<file path="src/rtl/rsc_encoder_pkg.sv">
// rsc_encoder_pkg
//   Shared definitions for the recursive systematic convolutional encoder:
//   precision selector, LLR word type, bipolar +1.0/-1.0 encodings for both
//   floating-point precisions, FSM state type and the tap-XOR helper used by
//   every trellis computation.
package rsc_encoder_pkg;

  typedef enum logic {
    PREC_SINGLE,
    PREC_DOUBLE
  } precision_e;

  // Widest supported LLR word; narrower words take the low bits.
  typedef logic [63:0] llr_word_t;

  localparam llr_word_t SINGLE_POS = 64'h0000_0000_3F80_0000;
  localparam llr_word_t SINGLE_NEG = 64'h0000_0000_BF80_0000;
  localparam llr_word_t DOUBLE_POS = 64'h3FF0_0000_0000_0000;
  localparam llr_word_t DOUBLE_NEG = 64'hBFF0_0000_0000_0000;

  typedef enum logic [1:0] {
    ST_IDLE,
    ST_ENCODE,
    ST_DONE
  } state_e;

  // XOR of the bits selected by a polynomial tap mask.
  function automatic logic tap_parity(input logic [31:0] taps, input logic [31:0] bits);
    return ^(taps & bits);
  endfunction

  // Bipolar mapping of a code bit: 1 -> +1.0, 0 -> -1.0.
  function automatic llr_word_t bipolar_word(input logic b, input precision_e prec);
    llr_word_t word;
    if (prec == PREC_DOUBLE) word = b ? DOUBLE_POS : DOUBLE_NEG;
    else                     word = b ? SINGLE_POS : SINGLE_NEG;
    return word;
  endfunction

endpackage

</file>
<file path="src/rtl/rsc_encoder_step.sv">
// rsc_step
//   One combinational trellis step of the RSC encoder.
//   Ports:
//     i_u       in   1       information bit for this symbol
//     i_s       in   M       current shift-register state, s[M-1] newest
//     o_fb      out  1       feedback parity over s (the u that forces w=0)
//     o_out     out  NOUT    code bits, one per output polynomial
//     o_s_next  out  M       state after this symbol
//   Polynomial bit M taps the feedback bit w, bits M-1..0 tap s[M-1..0].
module rsc_step
  import rsc_encoder_pkg::*;
#(
  parameter int M         = 2,
  parameter int NOUT      = 2,
  parameter int RECURSIVE = 7,
  parameter int POLY [NOUT] = '{5, 7}
) (
  input  logic            i_u,
  input  logic [M-1:0]    i_s,
  output logic            o_fb,
  output logic [NOUT-1:0] o_out,
  output logic [M-1:0]    o_s_next
);

  logic w_w;

  // The MSB of RECURSIVE lines up with bit M of the zero-extended state,
  // which is always 0, so only the state taps contribute here.
  assign o_fb = tap_parity(32'(RECURSIVE), 32'(i_s));
  assign w_w  = i_u ^ o_fb;

  for (genvar gi = 0; gi < NOUT; gi++) begin : g_out
    assign o_out[gi] = tap_parity(32'(POLY[gi]), 32'({w_w, i_s}));
  end

  if (M > 1) begin : g_shift
    assign o_s_next = {w_w, i_s[M-1:1]};
  end else begin : g_single
    assign o_s_next = w_w;
  end

endmodule

</file>
<file path="src/rtl/rsc_encoder.sv">
// rsc_encoder
//   Block RSC encoder producing bipolar floating-point LLR words, one symbol
//   per clock.
//   Ports:
//     clk         in   1                       rising-edge clock
//     rst_n       in   1                       asynchronous active-low reset
//     in_valid    in   1                       block-start request
//     in_ready    out  1                       high only while idle
//     DataBits    in   SYMBOLS                 information bits, bit k -> symbol k
//     out_valid   out  1                       one-cycle pulse: block complete
//     LLRVector   out  [NOUT][SYMBOLS] x BITS  bipolar code words
//     FinalState  out  log2(STATES)            encoder state after last symbol
module rsc_encoder
  import rsc_encoder_pkg::*;
#(
  parameter int BITS            = 32,
  parameter     PRECISION       = "SINGLE",
  parameter int STATES          = 4,
  parameter int BITS_PER_SYMBOL = 2,
  parameter int SYMBOLS         = 10,
  parameter int RECURSIVE       = 7,
  parameter int POLY [BITS_PER_SYMBOL] = '{5, 7},
  parameter int TERMINATE       = 1
) (
  input  logic                                             clk,
  input  logic                                             rst_n,
  input  logic                                             in_valid,
  output logic                                             in_ready,
  input  logic [SYMBOLS-1:0]                               DataBits,
  output logic                                             out_valid,
  output logic [BITS_PER_SYMBOL-1:0][SYMBOLS-1:0][BITS-1:0] LLRVector,
  output logic [$clog2(STATES)-1:0]                        FinalState
);

  localparam int M    = $clog2(STATES);
  localparam int NOUT = BITS_PER_SYMBOL;
  localparam int KW   = (SYMBOLS > 1) ? $clog2(SYMBOLS) : 1;

  localparam precision_e PREC     = (PRECISION == "DOUBLE") ? PREC_DOUBLE : PREC_SINGLE;
  localparam llr_word_t  POS_FULL = bipolar_word(1'b1, PREC);
  localparam llr_word_t  NEG_FULL = bipolar_word(1'b0, PREC);
  localparam logic [BITS-1:0] LLR_POS = POS_FULL[BITS-1:0];
  localparam logic [BITS-1:0] LLR_NEG = NEG_FULL[BITS-1:0];

  localparam logic [KW-1:0] LAST_K     = KW'(SYMBOLS - 1);
  localparam logic [KW-1:0] TAIL_START = KW'(SYMBOLS - M);

  state_e r_state;
  state_e w_state_next;

  logic [KW-1:0]      r_k;
  logic [M-1:0]       r_s;
  logic [SYMBOLS-1:0] r_data;
  logic [M-1:0]       r_final;
  logic [NOUT-1:0][SYMBOLS-1:0][BITS-1:0] r_llr;

  logic                      w_accept;
  logic                      w_last;
  logic                      w_tail;
  logic                      w_u;
  logic                      w_fb;
  logic [NOUT-1:0]           w_out;
  logic [M-1:0]              w_s_next;
  logic [NOUT-1:0][BITS-1:0] w_word;

  assign w_accept = in_valid && in_ready;
  assign w_last   = (r_k == LAST_K);
  // Tail symbols feed the feedback parity back in so w becomes 0 and the
  // register flushes to state 0 by the end of the block.
  assign w_tail   = (TERMINATE != 0) && (r_k >= TAIL_START);
  assign w_u      = w_tail ? w_fb : r_data[r_k];

  rsc_step #(
    .M         (M),
    .NOUT      (NOUT),
    .RECURSIVE (RECURSIVE),
    .POLY      (POLY)
  ) u_step (
    .i_u      (w_u),
    .i_s      (r_s),
    .o_fb     (w_fb),
    .o_out    (w_out),
    .o_s_next (w_s_next)
  );

  for (genvar gi = 0; gi < NOUT; gi++) begin : g_map
    assign w_word[gi] = w_out[gi] ? LLR_POS : LLR_NEG;
  end

  // FSM: state register
  always_ff @(posedge clk or negedge rst_n) begin
    if (!rst_n) r_state <= ST_IDLE;
    else        r_state <= w_state_next;
  end

  // FSM: next state
  always_comb begin
    w_state_next = r_state;
    case (r_state)
      ST_IDLE:   if (in_valid) w_state_next = ST_ENCODE;
      ST_ENCODE: if (w_last)   w_state_next = ST_DONE;
      ST_DONE:                 w_state_next = ST_IDLE;
      default:                 w_state_next = ST_IDLE;
    endcase
  end

  // FSM: outputs
  always_comb begin
    in_ready  = (r_state == ST_IDLE);
    out_valid = (r_state == ST_DONE);
  end

  // Datapath. Results are only overwritten symbol by symbol during ENCODE,
  // so the previous block stays readable until the next block's first write.
  always_ff @(posedge clk or negedge rst_n) begin
    if (!rst_n) begin
      r_k     <= '0;
      r_s     <= '0;
      r_data  <= '0;
      r_final <= '0;
      r_llr   <= '0;
    end else if (w_accept) begin
      r_k    <= '0;
      r_s    <= '0;
      r_data <= DataBits;
    end else if (r_state == ST_ENCODE) begin
      r_k <= r_k + KW'(1);
      r_s <= w_s_next;
      for (int j = 0; j < NOUT; j++) begin
        r_llr[j][r_k] <= w_word[j];
      end
      if (w_last) r_final <= w_s_next;
    end
  end

  assign LLRVector  = r_llr;
  assign FinalState = r_final;

endmodule

</file>
<file path="config.mk">
export PLATFORM = sky130hd
export DESIGN_NAME = rsc_encoder
export DESIGN_NICKNAME = d
export VERILOG_FILES = /design/src/rtl/rsc_encoder_pkg.sv /design/src/rtl/rsc_encoder_step.sv /design/src/rtl/rsc_encoder.sv
export SDC_FILE = /design/constraint.sdc
export NUM_CORES = 1
export LEC_CHECK = 0
export CAP_MARGIN = 10
export CORE_AREA = 2 2 253 255
export DETAILED_ROUTE_END_ITERATION = 7
export DIE_AREA = 0 0 255 257
export DONT_BUFFER_PORTS = 1
export GPL_TIMING_DRIVEN = 0
export MAX_ROUTING_LAYER = met4
export SLEW_MARGIN = 25
export SYNTH_ARGS = -nofsm -noshare
export SYNTH_HDL_FRONTEND = slang
export SYNTH_SLANG_ARGS = --single-unit
</file>
<file path="constraint.sdc">
create_clock -name clk -period 4.4 [get_ports clk]
set_input_delay 0.66 -clock clk [delete_from_list [all_inputs] [get_ports clk]]
set_output_delay 0.66 -clock clk [all_outputs]
set_load 0.03 [all_outputs]
</file>
==> impl_metrics.env <==
export IMPL_drt_iter0_drc=78
export IMPL_worst_slew_pin_slew_ps=886
export IMPL_synthDistinctLibCells=37
export IMPL_dieArea_um2=65500
export IMPL_fill_cells=7117
export IMPL_route_detailed_drc=0
export IMPL_clk_pin_slew_worst_paths_ps=80
export IMPL_drt_first_pass_iters=4
export IMPL_numCtsBuffers=5
export IMPL_power_frac_seq_pct=30.0
export IMPL_die_h_um=257
export IMPL_synth_area_per_cell_um2=8.63
export IMPL_grt_pass1_wl_mm=22.3
export IMPL_crit_slowest_cell="nor2_1"
export IMPL_min_period_ps=2280
export IMPL_post_route_cells_drive_above_1_share_pct=51.3
export IMPL_holdCritPathClass="input pin to async pin"
export IMPL_port_buffers=0
export IMPL_power_frac_comb_pct=56.3
export IMPL_relSlewSlack_pct=41.0
export IMPL_grt_max_degree=51
export IMPL_cts_root_buf="clkbuf_16"
export IMPL_ctsResizeCount=0
export IMPL_syn_area_um2=6920
export IMPL_startpoint_type="flop"
export IMPL_crit_arrival_ps=2480
export IMPL_rr_startpoint="r_state[1]$_DFFE_PN0P_"
export IMPL_peakVddDrop_mv=0.246
export IMPL_yosys_top_cells_count="610 x buf_4, 50 x dfrtp_1, 26 x nand2_1"
export IMPL_cts_setup_buffers=0
export IMPL_via_count=4532
export IMPL_synth_top_area_cell="buf_4"
export IMPL_synth_top_cell_area_share_pct=66.2
export IMPL_crit_fanout=10
export IMPL_yosysSeqAreaShare_pct=18.1
export IMPL_total_power_uw=3260
export IMPL_cts_tree="yes"
export IMPL_ctsHoldBuffers=0
export IMPL_r2r_end="r_data[9]$_DFFE_PN0P_"
export IMPL_dieWidth_um=255
export IMPL_power_internal_uw=1500
export IMPL_crit_chain="nor2_1, nand2_1, buf_2, mux2_2"
export IMPL_worstSetupEndpoint="r_data[9]$_DFFE_PN0P_"
export IMPL_finalCritPeriodShare_pct=51.8
export IMPL_drv_slew=0
export IMPL_drt_wirelength_per_cell_um=8.13
export IMPL_switchingPower_uw=1760
export IMPL_critical_path_startpoint="r_state[1]$_DFFE_PN0P_"
export IMPL_synth_cells=802
export IMPL_cts_htree_levels=2
export IMPL_maxCapViolations=0
export IMPL_power_per_cell_area_nw_per_um2=328
export IMPL_grt_overflow=0
export IMPL_cts_sinks=50
export IMPL_gp_routability_congestion=0.691
export IMPL_hold_viol=0
export IMPL_antenna_found_initial=5
export IMPL_required_ps=4600
export IMPL_nets=1305
export IMPL_max_freq_ghz=0.438
export IMPL_ys_ff_latch=50
export IMPL_ant_nets=0
export IMPL_setup_violations_final=0
export IMPL_tns_ps=0
export IMPL_clockPowerShare_pct=13.7
export IMPL_ys_flop_type="dfrtp_1"
export IMPL_drt_total_wl_mm=17.4
export IMPL_area_growth_syn_to_layout_pct=43.6
export IMPL_hpwl_mm=15.6
export IMPL_fp_coreArea_um2=62700
export IMPL_insertion_delay_ps=310
export IMPL_cts_path_max_buffers=2
export IMPL_status="completed"
export IMPL_leakagePower_uw=0.00576
export IMPL_async_reset_ff_share_pct=100
export IMPL_yosysMostFrequentCell="buf_4"
export IMPL_row_count=92
export IMPL_initial_utilization_pct=11.0
export IMPL_viasPerCell=2.12
export IMPL_r2r_worst_path_cells=4
export IMPL_pin_count=657
export IMPL_cp_end_kind="flop"
export IMPL_grt_setup_unrepaired="no"
export IMPL_synth_edff_count=0
export IMPL_synth_area_leaders="buf_4 66%, dfrtp_1 18%, mux2_2 3.4%"
export IMPL_cpPeakStageDelay_ps=650
export IMPL_crit_type="flop to flop"
export IMPL_switching_share_pct=53.9
export IMPL_r2r_slack_ps=2120
export IMPL_fin_worst_skew_ps=6.80
export IMPL_first_global_vias=3359
export IMPL_ys_warnings_count=0
export IMPL_track_usage_pct=4.79
placed cells by master (no fill, tap or decap), types with 5 or more instances in the layout:
cell type,Yosys,routed
a211o_2,6,6
buf_4,610,610
clkbuf_16,0,5
nand2_1,26,26
mux2i_1,5,5
mux2_2,21,21
o211ai_1,8,8
conb_1,1,480
nand3_1,15,15
nand2b_1,10,10
nor2b_1,6,6
dfrtp_1,50,50
routing by layer:
layer / GRT usage (%) / wire, µm
met1: 5.17 / 6210
met2: 8.56 / 8850
met3: 1.78 / 2230
met4: 0.504 / 88
met5: - / 0
worst max-delay path, delay by kind of cell, from the launching register on:
kind	cells	cell delay (ps)
buffers and inverters	1	330
DFF	1	450
muxes	1	290
and+or+nand+nor	2	1090
cell type report:
cell class                 count  area [µm²]  share of cell area [%]
antenna                        3        7.51                  0.0755
buffer                       620        4640                    46.7
clock buffer                   6         139                    1.40
clock inverter                 2        16.3                   0.164
inverter                       2        7.51                  0.0755
multi-input combinational    609        2810                    28.3
sequential                    50        1250                    12.6
tap                          846        1060                    10.7
registers in the layout, indices dropped and copies added, names as in the netlist:
name and flops:
r_s 2, r_state 2, FinalState 2, r_k 4, LLRVector 30, r_data 10
worst min path at each step:
stage,from,endpoint,slack [ps],cells past startpoint
5_1_grt,rst_n,LLRVector[639]$_DFFE_PN0P_,10,0
4_1_cts,rst_n,LLRVector[317]$_DFFE_PN0P_,20,0
6_report,rst_n,LLRVector[639]$_DFFE_PN0P_,40,0
3_5_place_dp,rst_n,r_data[8]$_DFFE_PN0P_,370,0
3_3_place_gp,rst_n,r_data[8]$_DFFE_PN0P_,370,0
2_1_floorplan,rst_n,FinalState[0]$_DFFE_PN0P_,360,0
logic make-up after synthesis:
group                    synth area share (%)
AND/OR/NAND/NOR                          5.19
multiplexers                             5.34
flip-flops                               18.1
adder cells (fa/ha/maj)                 0.723
XOR/XNOR                                0.127
AO/OA/AOI/OAI                            3.26
buffers and inverters                    67.2
other                                  0.0542
through the flow:
step	util, %	instance area [µm²]	hold WS (ps)	cells	setup slack [ps]
CTS	15.8	9930	22.7	2135	2060
floorplan	-	8720	364	1281	2580
global route	15.8	9930	10.5	2137	1930
detailed placement	15.6	9770	368	2127	2070
global placement	15.6	9770	368	2127	2080
finish	15.8	9940	37.9	2138	2120
power by group through the flow:
| stage | clock network [µW] | registers (µW) | logic [µW] |
|---|---|---|---|
| floorplan | 0 | 897 | 1530 |
| global placement | 0 | 1010 | 1800 |
| detailed placement | 0 | 1010 | 1810 |
| CTS | 467 | 998 | 1810 |
| global route | 493 | 1020 | 1960 |
| finish | 446 | 977 | 1830 |
Power figures use the tool's default switching activity.
